$ cat config.mk
export PLATFORM = sky130hd
export DESIGN_NAME = gpr_scoreboard_flat
export DESIGN_NICKNAME = d
export VERILOG_FILES = /design/src/rtl/pu_types.sv /design/src/rtl/gpr_scoreboard_if.sv /design/src/rtl/gpr_scoreboard_entry.sv /design/src/rtl/gpr_scoreboard.sv /design/src/flat_wrapper.sv
export SDC_FILE = /design/constraint.sdc
export NUM_CORES = 1
export LEC_CHECK = 0
export ABC_AREA = 1
export CORE_MARGIN = 2
export CORE_UTILIZATION = 33
export CTS_CLUSTER_DIAMETER = 30
export CTS_CLUSTER_SIZE = 20
export DETAILED_ROUTE_END_ITERATION = 10
export PLACE_DENSITY_LB_ADDON = 0.3
export SLEW_MARGIN = 0
export SYNTH_ARGS = -nofsm -noshare
export SYNTH_HDL_FRONTEND = slang
export SYNTH_SLANG_ARGS = --single-unit
$ cat constraint.sdc
create_clock -name clk -period 3.6 [get_ports clk]
set_clock_uncertainty 0.15 [all_clocks]
set_input_delay 0.72 -clock clk [delete_from_list [all_inputs] [get_ports clk]]
set_output_delay 0.72 -clock clk [all_outputs]
set_load 0.02 [all_outputs]
$ cat src/rtl/pu_types.sv
// Shared processing-unit types: register index and the default register-file
// and latency-field sizes used by the scoreboard and its neighbours.
package Pu_types;

    localparam int GPR_COUNT  = 32;
    localparam int GPR_LAT_W  = 3;
    localparam int REG_IDX_W  = $clog2(GPR_COUNT);

    typedef logic [REG_IDX_W-1:0] reg_index;

endpackage

$ cat src/rtl/gpr_scoreboard_if.sv
// Decode-side scoreboard bus: issue request, completions, flush, and the
// stall/busy/err responses.
interface gpr_scoreboard_if
    import Pu_types::*;
#(
    parameter int NUM_GPR   = GPR_COUNT,
    parameter int NUM_READ  = 3,
    parameter int NUM_WRITE = 2,
    parameter int LAT_W     = GPR_LAT_W
);
    localparam int IDX_W = $clog2(NUM_GPR);

    logic                                en;
    logic                                issue;
    logic [NUM_READ-1:0]                 rd_valid;
    logic [NUM_READ-1:0][IDX_W-1:0]      rd_idx;
    logic [NUM_WRITE-1:0]                wr_valid;
    logic [NUM_WRITE-1:0][IDX_W-1:0]     wr_idx;
    logic [NUM_WRITE-1:0][LAT_W-1:0]     wr_lat;
    logic [NUM_WRITE-1:0]                cmpl_valid;
    logic [NUM_WRITE-1:0][IDX_W-1:0]     cmpl_idx;
    logic                                flush;
    logic                                stall;
    logic [NUM_GPR-1:0]                  busy;
    logic                                err;

    modport master (
        output en, issue, rd_valid, rd_idx, wr_valid, wr_idx, wr_lat,
               cmpl_valid, cmpl_idx, flush,
        input  stall, busy, err
    );

    modport slave (
        input  en, issue, rd_valid, rd_idx, wr_valid, wr_idx, wr_lat,
               cmpl_valid, cmpl_idx, flush,
        output stall, busy, err
    );

endinterface

$ cat src/rtl/gpr_scoreboard_entry.sv
// One register's reservation: busy flag plus writeback countdown.
// A zero countdown on a busy entry means "wait for explicit completion".
module gpr_scoreboard_entry #(
    parameter int LAT_W = 3
) (
    input  logic             clk,
    input  logic             reset,
    input  logic             flush,
    input  logic             set,
    input  logic [LAT_W-1:0] set_lat,
    input  logic             cmpl,
    output logic             busy
);
    logic [LAT_W-1:0] cnt;

    always_ff @(posedge clk or negedge reset) begin
        if (!reset) begin
            busy <= 1'b0;
            cnt  <= '0;
        end else if (flush) begin
            busy <= 1'b0;
            cnt  <= '0;
        end else if (set) begin
            busy <= 1'b1;
            cnt  <= set_lat;
        end else if (cmpl && busy) begin
            busy <= 1'b0;
            cnt  <= '0;
        end else if (cnt != '0) begin
            // Timer runs independent of enable/stall; last tick releases.
            cnt <= cnt - LAT_W'(1);
            if (cnt == LAT_W'(1))
                busy <= 1'b0;
        end
    end

endmodule

$ cat src/rtl/gpr_scoreboard.sv
// GPR scoreboard: combinational RAW/WAW stall against registered busy bits,
// reservation per write port, timed or completion-driven release.
module gpr_scoreboard
    import Pu_types::*;
#(
    parameter int NUM_GPR   = GPR_COUNT,
    parameter int NUM_READ  = 3,
    parameter int NUM_WRITE = 2,
    parameter int LAT_W     = GPR_LAT_W
) (
    input  logic             clk,
    input  logic             reset,
    gpr_scoreboard_if.slave  bus
);
    localparam int IDX_W = $clog2(NUM_GPR);

    logic [NUM_GPR-1:0]            busy;
    logic [NUM_GPR-1:0]            set;
    logic [NUM_GPR-1:0][LAT_W-1:0] set_lat;
    logic [NUM_GPR-1:0]            cmpl_hit;
    logic                          hazard;
    logic                          do_res;
    logic                          dup_err;
    logic                          cmpl_err;
    logic                          err_q;

    always_comb begin
        hazard = 1'b0;
        for (int g = 0; g < NUM_GPR; g++) begin
            for (int i = 0; i < NUM_READ; i++)
                if (bus.rd_valid[i] && bus.rd_idx[i] == IDX_W'(g) && busy[g])
                    hazard = 1'b1;
            for (int w = 0; w < NUM_WRITE; w++)
                if (bus.wr_valid[w] && bus.wr_idx[w] == IDX_W'(g) && busy[g])
                    hazard = 1'b1;
        end
    end

    assign bus.stall = bus.en & bus.issue & hazard;
    assign do_res    = bus.en & bus.issue & ~hazard & ~bus.flush;

    // Ports aiming at the same register merge; zero latency outranks any count.
    always_comb begin
        set     = '0;
        set_lat = '0;
        dup_err = 1'b0;
        for (int w = 0; w < NUM_WRITE; w++) begin
            for (int g = 0; g < NUM_GPR; g++) begin
                if (do_res && bus.wr_valid[w] && bus.wr_idx[w] == IDX_W'(g)) begin
                    if (set[g]) begin
                        dup_err = 1'b1;
                        if (set_lat[g] != '0 &&
                            (bus.wr_lat[w] == '0 || bus.wr_lat[w] > set_lat[g]))
                            set_lat[g] = bus.wr_lat[w];
                    end else begin
                        set[g]     = 1'b1;
                        set_lat[g] = bus.wr_lat[w];
                    end
                end
            end
        end
    end

    always_comb begin
        cmpl_hit = '0;
        cmpl_err = 1'b0;
        for (int w = 0; w < NUM_WRITE; w++) begin
            for (int g = 0; g < NUM_GPR; g++) begin
                if (bus.cmpl_valid[w] && bus.cmpl_idx[w] == IDX_W'(g)) begin
                    cmpl_hit[g] = 1'b1;
                    if (!busy[g])
                        cmpl_err = 1'b1;
                end
            end
        end
    end

    always_ff @(posedge clk or negedge reset) begin
        if (!reset)
            err_q <= 1'b0;
        else if (dup_err || cmpl_err)
            err_q <= 1'b1;
    end

    for (genvar g = 0; g < NUM_GPR; g++) begin : g_entry
        gpr_scoreboard_entry #(.LAT_W(LAT_W)) u_entry (
            .clk     (clk),
            .reset   (reset),
            .flush   (bus.flush),
            .set     (set[g]),
            .set_lat (set_lat[g]),
            .cmpl    (cmpl_hit[g]),
            .busy    (busy[g])
        );
    end

    assign bus.busy = busy;
    assign bus.err  = err_q;

endmodule

$ cat src/flat_wrapper.sv
// flat-port wrapper written by rule: the top's interface ports become plain ports
module gpr_scoreboard_flat import Pu_types::*;
#(
    parameter int NUM_GPR   = GPR_COUNT,
    parameter int NUM_READ  = 3,
    parameter int NUM_WRITE = 2,
    parameter int LAT_W     = GPR_LAT_W
)
  (clk, reset, bus_en, bus_issue, bus_rd_valid, bus_rd_idx, bus_wr_valid, bus_wr_idx, bus_wr_lat, bus_cmpl_valid, bus_cmpl_idx, bus_flush, bus_stall, bus_busy, bus_err);
  gpr_scoreboard_if #(.NUM_GPR(NUM_GPR), .NUM_READ(NUM_READ), .NUM_WRITE(NUM_WRITE), .LAT_W(LAT_W)) bus_i ();
  input  logic clk;
  input  logic reset;
  input wire logic [$bits(bus_i.en)-1:0] bus_en;
  input wire logic [$bits(bus_i.issue)-1:0] bus_issue;
  input wire logic [$bits(bus_i.rd_valid)-1:0] bus_rd_valid;
  input wire logic [$bits(bus_i.rd_idx)-1:0] bus_rd_idx;
  input wire logic [$bits(bus_i.wr_valid)-1:0] bus_wr_valid;
  input wire logic [$bits(bus_i.wr_idx)-1:0] bus_wr_idx;
  input wire logic [$bits(bus_i.wr_lat)-1:0] bus_wr_lat;
  input wire logic [$bits(bus_i.cmpl_valid)-1:0] bus_cmpl_valid;
  input wire logic [$bits(bus_i.cmpl_idx)-1:0] bus_cmpl_idx;
  input wire logic [$bits(bus_i.flush)-1:0] bus_flush;
  output wire logic [$bits(bus_i.stall)-1:0] bus_stall;
  output wire logic [$bits(bus_i.busy)-1:0] bus_busy;
  output wire logic [$bits(bus_i.err)-1:0] bus_err;
  assign bus_i.en = bus_en;
  assign bus_i.issue = bus_issue;
  assign bus_i.rd_valid = bus_rd_valid;
  assign bus_i.rd_idx = bus_rd_idx;
  assign bus_i.wr_valid = bus_wr_valid;
  assign bus_i.wr_idx = bus_wr_idx;
  assign bus_i.wr_lat = bus_wr_lat;
  assign bus_i.cmpl_valid = bus_cmpl_valid;
  assign bus_i.cmpl_idx = bus_cmpl_idx;
  assign bus_i.flush = bus_flush;
  assign bus_stall = bus_i.stall;
  assign bus_busy = bus_i.busy;
  assign bus_err = bus_i.err;
  gpr_scoreboard #(.NUM_GPR(NUM_GPR), .NUM_READ(NUM_READ), .NUM_WRITE(NUM_WRITE), .LAT_W(LAT_W)) u_core (.clk(clk), .reset(reset), .bus(bus_i));
endmodule
==> summary.md, run 1 <==
| Metric | Value |
|---|---|
| Status | finished with violations |
| Failing checks | setup timing |
| Starting DRT DRC Count | 1,698 |
| Die area | 52,290 um2 |
| Initial antenna violation count | 1 |
| Largest family of logic cells by synthesized area | simple AND/OR/NAND/NOR gates |
| Largest area contributor in the netlist | dfrtp_1 |
| Syn. warnings | 0 |
| EDFF count, synth | 0 |
| Worst path top cell family by delay | simple AND/OR/NAND/NOR gates |
| Gpl congestion | 1.012 |
| Nets | 3,635 |
| Reg2reg start | u_core.g_entry[27].u_entry.busy$_DFFE_PN0P_ |
| Post-synth top area share | 19.38% |
| R2r worst-path depth | 24 |
| Internal power | 4693 uW |
| Worst Setup Slack, final | -152.5 ps |
| Reg-to-reg endpoint | u_core.g_entry[12].u_entry.cnt[2]$_DFFE_PN0P_ |
| Antenna-violating nets left | 0 |
| Top cell by count, worst path | nor2_4 |
| Die width | 228.7 um |
| Crit-path max FO | 8 |
| Final WL | 83.45 mm |
| Reg clk slew, reported paths | 60 ps |
| Area of the multi-input gates | 14,430 um2 |
| Least-Margin Pin Slew | 825.4 ps |
| Register area share after synthesis | 19.38% |
| F_max | 0.2665 GHz |
| Core Region | 49,970 um2 |
| Synth Cell Area | 16,660 um2 |
| Sequential cell fraction of total power | 27.0% |
| M1 GR Usage | 38.97% |
| Setup crit start kind | input port |
| Post-synthesis adder-cell area fraction | 14.42% |
| First-pass GRT wire length | 125.3 mm |
| Critical path class | in2reg |
| Max VDD drop | 379.4 uV |
| Mux cell area share after synthesis | 0% |
| WHS | 81.57 ps |
| GRT met3 Usage | 5.115% |
| Clock power frac | 21.7% |
| LEAKAGE | 0.01279 uW |
| # IOs | 87 |
| Syn Inst Count | 2,752 |
| Post-synth ARST share | 100.0% |
| Clock Tree Root | clkbuf_16 |
| Register Area | 3228 um2 |
| Most frequent cell after synthesis | nand2_1 |
| H-tree depth | 4 |
| Vias in the first global route | 21,720 |
| CTS tree | built |
| GRT overflow | 0 |
| Bufs and invs on worst path | 9 |
| Die H | 228.7 um |
| Largest net degree at the start of global routing | 57 |
| Post-synthesis compound-gate area fraction | 15.51% |
| Min-delay worst type | in2async |
| Crit-path max cell delay | 260 ps |
| M2 GR Usage | 51.47% |
| First-pass DRT Iterations | 9 |
| Hold_buf cts | 0 |
| Reg2Reg Setup Slack | 130 ps |
| Initial Util | 33.34% |
| Final Hold Viols | 0 |
| Overall Global Routing Usage | 31.28% |
| WP data arrival | 4040 ps |
| Mapped Nets | 2,997 |
| RSZ-0062 raised after global routing | true |
| Synth Area in Simple Gates | 37.38% |
| Final instance area | 26,570 um2 |
| Synth Area per Inst | 6.053 um2 |
| GRT Max-Usage Layer | met2 |
| Switching power | 3573 uW |
| # rows | 82 |
| Dpl hpwl | 62.74 mm |
| Fin cells | 4,076 |
| Crit path max-delay cell type | ha_4 |
| Post-layout min period | 3753 ps |
| DRC Markers | 0 |
| Fill cells | 4,839 |
| Fraction of layout cells with a size suffix above 1 | 38.73% |
| Cell count after placement | 3,910 |
| Synth Register Bits | 129 |
| Comb power frac | 51.3% |
| WP data required | 3880 ps |
| Synth area leaders | dfrtp_1 19%, nand2_1 16%, ha_1 14% |
| Wire per inst | 20.47 um |
| Slew Viols, Final | 0 |
| Post-synth top cells | 732 x nand2_1, 367 x inv_1, 367 x nor2_1 |
| Final period util | 104.2% |
| Slew headroom | 44.39% |
| IO Port Bufs | 86 |
| Synth cell types | 47 |
| Post-synthesis xor/xnor area fraction | 1.630% |
| DP Area | 22,270 um2 |
| CTS sink count | 129 |
| Via count | 22,100 |
| Max Cap Viol | 0 |
| CTS Buf Count | 17 |
| Crit. End Element | flip-flop |
| Area grow syn2layout | 59.52% |
| Final Util | 53.18% |
| Vias per inst | 5.423 |
| Clk buf depth | 2 |
| Switching Share | 43.22% |
| Prevailing post-synth register cell | dfrtp_1 |
| Pwr Density | 311.0 nW/um2 |
| Final setup fails | 76 |
| Clock latency on the worst-skew pair | 510 ps |
[cells in the final DEF, fill, tap and decap left out, types with 10 or more instances in the layout]
cell type,Yosys,final
o21ai_1,35,36
a31oi_1,15,15
o21ai_2,0,35
ha_4,0,54
nor3_1,23,21
nand2_2,0,115
inv_2,11,79
buf_4,35,576
o21ai_0,94,54
nor2_2,18,45
o311ai_2,0,10
ha_1,192,138
nand2_1,732,578
buf_6,0,44
nand3_2,1,55
xor2_1,30,30
clkbuf_16,0,17
clkdlybuf4s50_1,0,48
nand3b_1,10,10
nand3_1,308,246
nand4_1,17,17
o311ai_0,34,24
o22ai_1,32,32
inv_4,0,13
a21oi_2,2,56
nand2_4,0,35
o211ai_1,21,21
dfrtp_1,129,129
o311ai_1,19,18
nor2_1,367,259
nor2_4,1,82
a21oi_1,128,72
buf_12,0,20
inv_1,367,283
buf_2,12,12
[cell type report]
class                   instances  area share, %
repair buffers                712          22.44
clock buffers                  18          1.615
flip-flops and latches        129          12.15
multi-input cells            2144          54.31
inverters                     382          5.660
well taps                     672          3.164
clock inverters                14         0.5368
repair inverters                4         0.1224
diodes                          1       0.009418
[worst max-delay path by stage]
| stage | endpoint | from | depth (start not counted) | slack [ps] |
|---|---|---|---|---|
| after floorplan | u_core.g_entry[14].u_entry.cnt[0]$_DFFE_PN0P_ | bus_rd_valid[0] | 27 | -70 |
| after global placement | u_core.g_entry[15].u_entry.cnt[2]$_DFFE_PN0P_ | bus_wr_idx[3] | 28 | -1560 |
| after detailed placement | u_core.g_entry[20].u_entry.cnt[0]$_DFFE_PN0P_ | bus_wr_idx[6] | 31 | -1650 |
| after CTS | u_core.g_entry[7].u_entry.cnt[1]$_DFFE_PN0P_ | bus_wr_idx[4] | 30 | -130 |
| after global routing | u_core.g_entry[21].u_entry.cnt[2]$_DFFE_PN0P_ | bus_rd_idx[13] | 30 | -320 |
| final | u_core.g_entry[12].u_entry.cnt[2]$_DFFE_PN0P_ | bus_wr_valid[0] | 30 | -150 |
[routing by layer]
metal	routed length, um	vias up	share of wire, %
li1	-	10360	-
met1	34160	10610	41
met2	38800	871	46
met3	5586	259	6.7
met4	4901	0	5.9
met5	0	-	0
[logic make-up (layout without fill, tap and decap cells)]
family                   after synthesis  after routing
AO/OA/AOI/OAI                        425            425
XOR/XNOR                              31             31
adder cells (fa/ha/maj)              192            192
buffers and inverters                479           1130
flip-flops                           129            129
other                                  0              1
AND/OR/NAND/NOR                     1496           1496
[stage by stage]
stage / TNS, ps / worst slack (ps) / total power (uW)
floorplan: -647.4 / -71.76 / 4820
global placement: -153420 / -1556 / 5813
detailed placement: -159770 / -1653 / 6016
global route: -19230 / -318.3 / 8961
finish: -4287 / -152.5 / 8265
CTS: -3270 / -129.3 / 8098
[power groups by stage]
stage	sequential [uW]	clock (uW)	combinational, uW
global placement	2220	0	3590
finish	2230	1800	4240
global route	2280	1910	4770
CTS	2220	1850	4020
detailed placement	2240	0	3770
floorplan	2160	0	2660
[flip-flops by register name, indices dropped and copies added (netlist names)]
| name | count |
|---|---|
| u_core.bus.err | 1 |
| u_core.g_entry.u_entry.busy | 32 |
| u_core.g_entry.u_entry.cnt | 96 |
[repair_timing]
item                                    in CTS  in global routing
gates resized for setup                    553                318
gates cloned                                 6                  1
hold endpoints to repair                     0                  0
pin swaps                                  213                191
endpoints found under the setup margin     109                 98
setup buffers                              100                 31
Power figures use the tool's default switching activity.
==> run 2, diff against run 1 <==
--- a/config.mk
+++ b/config.mk
@@ -6,12 +6,14 @@
 export NUM_CORES = 1
 export LEC_CHECK = 0
 export ABC_AREA = 1
+export CORE_ASPECT_RATIO = 1.2
 export CORE_MARGIN = 2
 export CORE_UTILIZATION = 33
 export CTS_CLUSTER_DIAMETER = 30
 export CTS_CLUSTER_SIZE = 20
 export DETAILED_ROUTE_END_ITERATION = 10
 export PLACE_DENSITY_LB_ADDON = 0.3
+export RECOVER_POWER = 50
 export SLEW_MARGIN = 0
 export SYNTH_ARGS = -nofsm -noshare
 export SYNTH_HDL_FRONTEND = slang
==> run 2 against run 1 <==
The run ends with capacitance limit, slew limit, setup timing left. Hold slack better by 250 ps. Clock-buffer cell count increased by 1. Worst setup slack lost 88 ps. Critical path type unchanged. Largest cell class unchanged. Highest routed layer is now met5.
==> summary.md, run 2 (synthesis results as in run 1) <==
| Metric | Value |
|---|---|
| Status | finished with violations |
| Failing checks | capacitance limit, slew limit, setup timing |
| Least-Margin Pin Slew | 2027 ps |
| F_max | 0.2604 GHz |
| Crit-path max FO | 5 |
| Pwr Density | 321.5 nW/um2 |
| H-tree depth | 4 |
| WP data arrival | 4070 ps |
| WHS | 331.0 ps |
| Hold depth | 2 |
| DRC Markers | 0 |
| Overall Global Routing Usage | 30.73% |
| CTS sink count | 129 |
| Min-delay worst type | reg2reg |
| Vias in the first global route | 21,630 |
| Antenna-violating nets left | 0 |
| CTS tree | built |
| IO Port Bufs | 86 |
| Setup crit start kind | input port |
| RSZ-0062 raised after global routing | true |
| Largest reg by FF count | u_core.g_entry.u_entry.cnt |
| Die H | 250.1 um |
| First-pass DRT Iterations | 6 |
| Max VDD drop | 338.6 uV |
| Hold_buf cts | 0 |
| Final Hold Viols | 0 |
| Crit path max-delay cell type | o21ai_4 |
| Vias per inst | 5.507 |
| Starting DRT DRC Count | 1,603 |
| GRT overflow | 0 |
| Fraction of layout cells with a size suffix above 1 | 39.61% |
| Worst Setup Slack, final | -240.2 ps |
| Reg2Reg Setup Slack | 20 ps |
| Crit-path max cell delay | 210 ps |
| R2r worst-path depth | 25 |
| Core Region | 50,110 um2 |
| Largest net degree at the start of global routing | 66 |
| Slew Viols, Final | 66 |
| Wire per inst | 21.10 um |
| Initial Util | 33.24% |
| Die area | 52,300 um2 |
| Via count | 21,990 |
| Crit. End Element | flip-flop |
| Hold_sp | u_core.g_entry[25].u_entry.cnt[1]$_DFFE_PN0P_ |
| Die width | 209.1 um |
| Most frequent cells in the layout | 540 x nand2_1, 525 x buf_4, 287 x inv_1 |
| WP data required | 3830 ps |
| Reg2reg start | u_core.g_entry[23].u_entry.busy$_DFFE_PN0P_ |
| Reg clk slew, reported paths | 70 ps |
| Slew headroom | -35.16% |
| CTS Buf Count | 17 |
| N_diodes | 0 |
| Initial antenna violation count | 1 |
| Nets | 3,582 |
| Commonest non-fill, non-tap cell in the layout | nand2_1 |
| Clock Tree Root | clkbuf_16 |
| # rows | 90 |
| Critical path class | in2reg |
| # IOs | 87 |
| Reg-to-reg endpoint | u_core.g_entry[10].u_entry.cnt[0]$_DFFE_PN0P_ |
| Area grow syn2layout | 59.97% |
| Post-layout min period | 3840 ps |
| Number of flip-flops in the largest register | 96 |
| Max Cap Viol | 1 |
| First-pass GRT wire length | 122.3 mm |
| LEAKAGE | 0.01260 uW |
| Gpl congestion | 1.015 |
| Clock latency on the worst-skew pair | 480 ps |
| Dpl hpwl | 61.53 mm |
| Clk buf depth | 2 |
| Final setup fails | 70 |
| Post-Route Setup TNS | -6707 ps |
| Final WL | 84.28 mm |
| Worst Hold End | u_core.g_entry[25].u_entry.cnt[1]$_DFFE_PN0P_ |
| Final period util | 106.7% |
-- run 2: cell count changes in the layout (fill, tap and decap cells not counted), sizes merged, moves of 2 or more --
cell / delta
buf: -51
clkinvlp: -4
clkinv: -3
bufbuf: -2
bufinv: +4
-- run 2: critical path: cells and delay by family --
kind,cells,cell delay [ps]
and+or+nand+nor,15,1580
adders and majority gates,1,150
buffers and inverters,9,920
AOI/OAI and AO/OA,5,690
-- run 2: where the power goes --
part           switching (uW)  internal [uW]  total, uW
Combinational            2450           1730       4170
Clock                     851           1320       2170
Sequential                325           1900       2220
Total                    3620           4940       8570
-- run 2: cell type report --
| cell class | instances | area [um2] |
|---|---|---|
| fillers | 4725 | 23460 |
| multi-input cells | 2145 | 14800 |
| repair buffers | 659 | 5600 |
| flip-flops and latches | 129 | 3228 |
| inverters | 382 | 1521 |
| well taps | 644 | 805.8 |
| clock buffers | 19 | 442.9 |
| clock inverters | 13 | 231.5 |
| repair inverters | 3 | 18.77 |
-- run 2: how the worst max path moves through the flow --
stage,startpoint,endpoint,slack (ps),cells past startpoint
3_5_place_dp,bus_wr_idx[0],u_core.g_entry[27].u_entry.cnt[1]$_DFFE_PN0P_,-1340,29
4_1_cts,bus_wr_idx[0],bus_stall,-110,15
3_3_place_gp,bus_wr_idx[0],u_core.g_entry[2].u_entry.cnt[2]$_DFFE_PN0P_,-1260,29
2_1_floorplan,bus_rd_valid[0],u_core.g_entry[14].u_entry.cnt[0]$_DFFE_PN0P_,-70,27
5_1_grt,bus_wr_valid[0],u_core.g_entry[17].u_entry.cnt[1]$_DFFE_PN0P_,-410,28
6_report,bus_rd_idx[5],u_core.g_entry[10].u_entry.cnt[0]$_DFFE_PN0P_,-240,30
-- run 2: repair_timing --
action	4_1_cts	5_1_grt
gates resized for setup	583	379
setup buffers	87	49
endpoints found under the setup margin	105	100
pin swaps	168	290
cloned	7	1
-- run 2: metal layers --
layer	up-vias	GRT usage, %	part of all wire, %
li1	10210	-	-
met2	875	52.69	48
met3	343	4.564	5.7
met4	2	22.80	8.3
met5	-	0	0.012
met1	10570	34.62	38
-- run 2: per-stage QoR --
step | power (uW) | cell area (um2) | setup WS (ps) | cells | util [%]
CTS | 8294 | 24750 | -113.3 | 3946 | 49.38
finish | 8566 | 26650 | -240.2 | 3994 | 53.18
global placement | 5711 | 21750 | -1265 | 3820 | 43.41
global route | 9243 | 26650 | -405.5 | 3994 | 53.18
floorplan | 4820 | 17350 | -71.76 | 2752 | -
detailed placement | 5904 | 21750 | -1335 | 3820 | 43.41
==> run 3, diff against run 2 <==
--- a/config.mk
+++ b/config.mk
@@ -12,8 +12,10 @@
 export CTS_CLUSTER_DIAMETER = 30
 export CTS_CLUSTER_SIZE = 20
 export DETAILED_ROUTE_END_ITERATION = 10
+export GPL_TIMING_DRIVEN = 0
 export PLACE_DENSITY_LB_ADDON = 0.3
 export RECOVER_POWER = 50
+export SKIP_CTS_REPAIR_TIMING = 1
 export SLEW_MARGIN = 0
 export SYNTH_ARGS = -nofsm -noshare
 export SYNTH_HDL_FRONTEND = slang
==> run 3 against run 2 <==
The flow still finishes with violations (capacitance limit, slew limit, setup timing). Worst setup slack worse by 280 ps. Clock-buffer cell count is 2 lower. Final cell count is 6.4% lower. Fmax is 6.8% lower. Hold slack worse by 0.74 ps. First-iteration DRC count is 22% higher. Global-route usage is 0.14 points lower. Cell area is 6.0% lower. Highest routed layer is now met4.
==> summary.md, run 3 (synthesis results as in run 1) <==
| Metric | Value |
|---|---|
| # rows | 90 |
| First-pass DRT Iterations | 6 |
| CTS Buf Count | 17 |
| Area grow syn2layout | 50.33% |
| Reg2Reg Setup Slack | -430 ps |
| Largest reg by FF count | u_core.g_entry.u_entry.cnt |
| Slew Viols, Final | 86 |
| Failing checks | capacitance limit, slew limit, setup timing |
| WP data arrival | 4390 ps |
| GRT overflow | 0 |
| Die H | 250.1 um |
| Min-delay worst type | reg2reg |
| Critical path class | in2reg |
| Worst Hold End | u_core.g_entry[10].u_entry.cnt[1]$_DFFE_PN0P_ |
| Nets | 3,326 |
| Pwr Density | 330.3 nW/um2 |
| Via count | 21,560 |
| LEAKAGE | 0.01131 uW |
| Gpl congestion | 1.100 |
| Crit-path max cell delay | 340 ps |
| DRC Markers | 0 |
| Clock Tree Root | clkbuf_16 |
| Most frequent cells in the layout | 515 x nand2_1, 273 x inv_1, 259 x nor2_1 |
| Max Cap Viol | 4 |
| # IOs | 87 |
| Vias in the first global route | 18,800 |
| CTS tree | built |
| Die area | 52,300 um2 |
| Total power | 8271 uW |
| Post-layout min period | 4119 ps |
| F_max | 0.2428 GHz |
| Cell count after placement | 3,482 |
| Hold_sp | u_core.g_entry[10].u_entry.cnt[1]$_DFFE_PN0P_ |
| CTS sink count | 129 |
| Initial Util | 33.24% |
| Slew headroom | -24.10% |
| Fill cells | 4,948 |
| Overall Global Routing Usage | 30.59% |
| Max VDD drop | 332.6 uV |
| Vias per inst | 5.766 |
| Hold depth | 2 |
| Final WL | 88.48 mm |
| Initial antenna violation count | 2 |
| R2r worst-path depth | 22 |
| Status | finished with violations |
| Final setup fails | 96 |
| Final period util | 114.4% |
| First-pass GRT wire length | 117.2 mm |
| Final Hold Viols | 0 |
| Starting DRT DRC Count | 1,959 |
| Commonest non-fill, non-tap cell in the layout | nand2_1 |
| Reg clk slew, reported paths | 60 ps |
| Reg-to-reg endpoint | u_core.g_entry[31].u_entry.cnt[2]$_DFFE_PN0P_ |
| Setup crit start kind | input port |
| IO Port Bufs | 82 |
| Largest net degree at the start of global routing | 68 |
| Worst Setup Slack, final | -518.7 ps |
| Clk buf depth | 2 |
| Crit path max-delay cell type | ha_4 |
| Number of flip-flops in the largest register | 96 |
| Antenna-violating nets left | 0 |
| RSZ-0062 raised after global routing | true |
| Least-Margin Pin Slew | 1862 ps |
| Clock latency on the worst-skew pair | 490 ps |
| Crit-path max FO | 6 |
| H-tree depth | 4 |
| WHS | 330.2 ps |
| Fin cells | 3,739 |
| Reg2reg start | u_core.g_entry[27].u_entry.busy$_DFFE_PN0P_ |
| Die width | 209.1 um |
| Wire per inst | 23.66 um |
| WP data required | 3870 ps |
| Dpl hpwl | 63.16 mm |
| Core Region | 50,110 um2 |
| Crit. End Element | flip-flop |
| Fraction of layout cells with a size suffix above 1 | 35.65% |
-- run 3: through the flow --
step | util, % | instance area (um2) | setup slack, ps | TNS [ps]
final | 49.97 | 25040 | -518.7 | -35050
after global routing | 49.96 | 25040 | -680.8 | -51520
after CTS | 39.22 | 19650 | -1699 | -119780
after detailed placement | 38.03 | 19060 | -2186 | -183990
after global placement | 37.87 | 18980 | -4490 | -889170
after floorplan | - | 17350 | -71.76 | -647.4
-- run 3: critical path: cells and delay by family --
family | cells | cell delay, ps
adders and majority gates | 1 | 340
AOI/OAI and AO/OA | 5 | 660
and+or+nand+nor | 16 | 1910
buffers and inverters | 5 | 740
-- run 3: cell type report --
class / count / area, um2 / area share [%]
diodes: 1 / 2.502 / 0.009993
flip-flops and latches: 129 / 3228 / 12.89
plain buffers: 97 / 758.2 / 3.028
clock inverters: 15 / 170.2 / 0.6796
clock buffers: 17 / 425.4 / 1.699
well taps: 644 / 805.8 / 3.218
multi-input cells: 2146 / 15260 / 60.96
inverters: 382 / 1539 / 6.146
repair buffers: 308 / 2848 / 11.37
-- run 3: metal layers --
| layer | wire length, um | GRT usage (%) | vias up |
|---|---|---|---|
| met4 | 8495 | 24.90 | 0 |
| li1 | - | - | 9757 |
| met1 | 32750 | 35.10 | 10130 |
| met2 | 39740 | 49.53 | 1217 |
| met3 | 7492 | 5.993 | 457 |
| met5 | 0 | 0 | - |
-- run 3: how the worst max path moves through the flow --
stage | from | endpoint | slack, ps | cells past startpoint
floorplan | bus_rd_valid[0] | u_core.g_entry[14].u_entry.cnt[0]$_DFFE_PN0P_ | -70 | 27
global placement | reset | u_core.g_entry[18].u_entry.cnt[0]$_DFFE_PN0P_ | -4490 | 1
detailed placement | bus_wr_idx[2] | u_core.g_entry[31].u_entry.cnt[0]$_DFFE_PN0P_ | -2190 | 24
CTS | bus_wr_idx[2] | u_core.g_entry[31].u_entry.cnt[0]$_DFFE_PN0P_ | -1700 | 24
global route | bus_rd_valid[1] | u_core.g_entry[31].u_entry.cnt[1]$_DFFE_PN0P_ | -680 | 27
finish | bus_rd_idx[6] | u_core.g_entry[31].u_entry.cnt[2]$_DFFE_PN0P_ | -520 | 27
-- run 3: power by group --
part	internal [uW]	switching, uW
sequential	1900	323
clock	1040	856
combinational	1650	2510
==> edit 1, RTL diff (settings of run 2) <==
`NUM_READ` is set to 3 in 3 places; all go to 2.
--- a/src/rtl/gpr_scoreboard_if.sv
+++ b/src/rtl/gpr_scoreboard_if.sv
@@ -5,5 +5,5 @@
 #(
     parameter int NUM_GPR   = GPR_COUNT,
-    parameter int NUM_READ  = 3,
+    parameter int NUM_READ  = 2,
     parameter int NUM_WRITE = 2,
     parameter int LAT_W     = GPR_LAT_W
--- a/src/rtl/gpr_scoreboard.sv
+++ b/src/rtl/gpr_scoreboard.sv
@@ -5,5 +5,5 @@
 #(
     parameter int NUM_GPR   = GPR_COUNT,
-    parameter int NUM_READ  = 3,
+    parameter int NUM_READ  = 2,
     parameter int NUM_WRITE = 2,
     parameter int LAT_W     = GPR_LAT_W
--- a/src/flat_wrapper.sv
+++ b/src/flat_wrapper.sv
@@ -3,5 +3,5 @@
 #(
     parameter int NUM_GPR   = GPR_COUNT,
-    parameter int NUM_READ  = 3,
+    parameter int NUM_READ  = 2,
     parameter int NUM_WRITE = 2,
     parameter int LAT_W     = GPR_LAT_W
Ports: changed (resized bus_rd_idx and bus_rd_valid); port bits go from 87 to 81. No check against the original RTL was run, so the function may have changed too.
==> edit 1 against run 2 <==
- the flow still finishes with violations (capacitance limit, slew limit, setup timing)
- sequential cell count is the same
- fmax shrank 0.50%
- sequential power grew 2%
- non-clock buffer count shrank 50
- final area shrank 8.1%
- area after synthesis shrank 0.68%
- worst setup slack lost 0.019 ns
- sequential share of layout area grew 1.1 points
- wire length shrank 9.0%
- synthesized cell count is essentially flat
- utilization shrank 3.6 points
- combinational power shrank 3%
- count of clock-buffer cells in the layout grew 2
- power shrank 4.6%
- highest routed layer unchanged
==> edit 1: results (changes against run 2) <==
| Metric | Value |
|---|---|
| Outcome | `finished with violations (unchanged)` |
| Failing checks | `capacitance limit, slew limit, setup timing (unchanged)` |
| Reg2reg start | `u_core.g_entry[16].u_entry.busy (was u_core.g_entry[23].u_entry.busy)` |
| Fin cells | `3930 (was 3994)` |
| R2r setup slk | `0.22 ns (was 0.02 ns)` |
| PortBufs | `80 (was 86)` |
| Setup ws final | `-0.2594 ns (was -0.2402 ns)` |
| DRT Wirelength | `76690 um (was 84280 um)` |
| Post-cts resize count | `233 (was 583)` |
| Bufs w/o clock | `609 (was 659)` |
| Final non-clock buffer share | `0.2102 (about the same)` |
| Sequential area share after synthesis | `0.1951 (was 0.1938)` |
| Top cells by count, synth | `762 x nand2_1, 385 x inv_1, 333 x nor2_1, 318 x nand3_1, 192 x ha_1 (was 732 x nand2_1, 367 x inv_1, 367 x nor2_1, 308 x nand3_1, 192 x ha_1)` |
| Mean Syn Cell Area | `6.014 um^2 (was 6.053 um^2)` |
| DRT iter0 DRCs | `1467 (was 1603)` |
| Max-cap violations | `1 (unchanged)` |
| Sw Share | `0.4358 (was 0.4229)` |
| Area after DPL | `22110 um^2 (was 21750 um^2)` |
| Vias in the first global route | `21033 (was 21629)` |
| Crit path launch | `bus_wr_idx[5] (was bus_rd_idx[5])` |
| Post-DP HPWL | `57990 um (was 61530 um)` |
| Post-Synth XOR/XNOR Area | `0.01482 (was 0.01630)` |
| Post-synthesis compound-gate area fraction | `0.1411 (was 0.1551)` |
| # clk buffers | `21 (was 19)` |
| Worst R2R End | `u_core.g_entry[23].u_entry.cnt[2] (was u_core.g_entry[10].u_entry.cnt[0])` |
| Worst skew pair latency | `0.51 ns (was 0.48 ns)` |
| Max-slew headroom | `-0.4016 (was -0.3516)` |
| Max-slew violation count | `67 (was 66)` |
| Largest stage delay, worst path | `0.23 ns (was 0.21 ns)` |
| Seq pwr | `2.27 mW (was 2.22 mW)` |
| Dpl ws | `-1.333 ns (was -1.335 ns)` |
| Largest net degree at the start of global routing | `67 (was 66)` |
| Final setup violation count | `79 (was 70)` |
| Logic pwr share | `0.497 (was 0.487)` |
| Vias/cell | `5.346 (was 5.507)` |
| Cells after DPL | `3836 (was 3820)` |
## edit 1: how the worst min path moves through the flow
stage                                         to  slack, ns
5_1_grt        u_core.g_entry[28].u_entry.cnt[1]       0.35
4_1_cts          u_core.g_entry[14].u_entry.busy       0.12
3_5_place_dp   u_core.g_entry[28].u_entry.cnt[1]       0.32
2_1_floorplan                     u_core.bus.err       0.27
6_report       u_core.g_entry[15].u_entry.cnt[1]       0.33
3_3_place_gp   u_core.g_entry[28].u_entry.cnt[1]       0.32
## edit 1: metal layers
metal | part of all wire | vias up | track usage
li1 | - | 10068 | -
met4 | 0.060 | 2 | 0.1681
met1 | 0.40 | 9963 | 0.3372
met2 | 0.47 | 733 | 0.5047
met5 | 0.00013 | - | 0
met3 | 0.060 | 243 | 0.05333
## edit 1: logic make-up (layout without fill, tap and decap cells)
logic type                 count (synthesis)  in the layout
buffers and inverters                    493           1035
xor gates and xnor gates                  28             28
AOI/OAI and AO/OA                        393            393
adders and majority gates                192            192
DFF                                      129            129
and+or+nand+nor                         1516           1516
==> edit 2, RTL diff (settings of run 2) <==
Made on the original files. Reset style: synchronous (`reset`), changed in 2 clocked blocks.
--- a/src/rtl/gpr_scoreboard_entry.sv
+++ b/src/rtl/gpr_scoreboard_entry.sv
@@ -14,5 +14,5 @@
     logic [LAT_W-1:0] cnt;
 
-    always_ff @(posedge clk or negedge reset) begin
+    always_ff @(posedge clk) begin
         if (!reset) begin
             busy <= 1'b0;
--- a/src/rtl/gpr_scoreboard.sv
+++ b/src/rtl/gpr_scoreboard.sv
@@ -76,5 +76,5 @@
     end
 
-    always_ff @(posedge clk or negedge reset) begin
+    always_ff @(posedge clk) begin
         if (!reset)
             err_q <= 1'b0;
Check against the original RTL: not equivalent (Yosys sat finds a counterexample within 4 cycles, from zero or initial values and one cycle with reset low; the reset may be asserted at any time).
==> edit 2 against run 2 <==
- the run ends with setup timing left
- wire length is 7.8% lower
- critical endpoint is now u_core.g_entry[15].u_entry.cnt[0]
- die area down 1.5%
- count of clock-buffer cells in the layout did not move
- non-clock buffer count rose by 45
- final area is 3.5% lower
- final cell count rose by 3.7%
- area after synthesis is 1.5% lower
- fmax increased by 2.0%
- sequential cell count is the same
- worst setup slack improved by 0.075 ns
Power is not compared: it rests on default switching activity, and its combinational part moved more than twofold at a synthesized area within 25%.
==> edit 2: results (changes against run 2) <==
| Metric | Value |
|---|---|
| Post-Synth XOR/XNOR Area | `0.01655 (was 0.01630)` |
| Final nets | `3735 (was 3582)` |
| Setup ws final | `-0.1657 ns (was -0.2402 ns)` |
| Dpl ws | `-1.340 ns (was -1.335 ns)` |
| Met2 Wirelength | `35310 um (was 40430 um)` |
| Reg2reg start | `u_core.g_entry[27].u_entry.busy (was u_core.g_entry[23].u_entry.busy)` |
| Cells after DPL | `3981 (was 3820)` |
| Post-DP HPWL | `56730 um (was 61530 um)` |
| Outcome | `finished with violations (unchanged)` |
| Synth area leader | `nand2_1 (was dfrtp_1)` |
| Avg WL per Cell | `18.77 um (was 21.10 um)` |
| Met1 WL | `31480 um (was 32030 um)` |
| Multi-input gate share of the layout cell area | `0.5505 (was 0.5553)` |
| Min-delay src | `u_core.g_entry[13].u_entry.cnt[1] (was u_core.g_entry[25].u_entry.cnt[1])` |
| Setup crit end | `u_core.g_entry[15].u_entry.cnt[0] (was u_core.g_entry[10].u_entry.cnt[0])` |
| Layout cells sized above 1 | `0.3483 (was 0.3961)` |
| Final setup violation count | `62 (was 70)` |
| Failing checks | `setup timing (was capacitance limit, slew limit, setup timing)` |
| Nonclk inv count | `422 (was 385)` |
| Multi-input gates | `2216 (was 2145)` |
| Vias in the first global route | `20381 (was 21629)` |
| GRT Resource Usage Total | `0.2900 (was 0.3073)` |
| Initial antenna violation count | `3 (was 1)` |
| Sequential Area | `2582 um^2 (was 3228 um^2)` |
| Endpoint of the worst hold path | `u_core.g_entry[13].u_entry.cnt[1] (was u_core.g_entry[25].u_entry.cnt[1])` |
| Final non-clock buffer share | `0.2292 (was 0.2102)` |
| Crit path launch | `bus_wr_valid[1] (was bus_rd_idx[5])` |
| Top cells by count, synth | `729 x nand2_1, 400 x inv_1, 385 x nor2_1, 263 x nand3_1, 192 x ha_1 (was 732 x nand2_1, 367 x inv_1, 367 x nor2_1, 308 x nand3_1, 192 x ha_1)` |
| Largest stage delay, worst path | `0.32 ns (was 0.21 ns)` |
==> edit 2: changes by cell type in the layout (fill, tap and decap cells not counted), sizes merged, moves of 30 or more <==
cell	change
buf	+41
clkdlybuf4s50	-30
inv	+35
dfxtp	+129
dfrtp	-129
a21oi	+47
dlygate4sd3	+31
nand3	-45
o21ai	+79
==> edit 2: timing repair <==
action,CTS,global route
gates resized for setup,437,303
gates cloned,4,0
hold endpoints to repair,0,0
endpoints found under the setup margin,109,98
pin swaps,222,187
setup buffers,91,35
hold buffers,0,0
==> edit 2: layer usage <==
layer  vias up  global-route usage
met5         -                   0
met3       272             0.04387
met1     10035              0.3470
met2       882              0.4858
met4         2              0.1899
li1      10606                   -
==> edit 2: power by group through the flow <==
stage                     Combinational, mW  Sequential (mW)  Clock (mW)
after detailed placement               1.36             1.56           0
after global routing                   1.78             1.53        2.07
final                                  1.65             1.53        2.00
after floorplan                       0.785             1.55           0
after global placement                 1.36             1.56           0
after CTS                              1.50             1.52        2.02
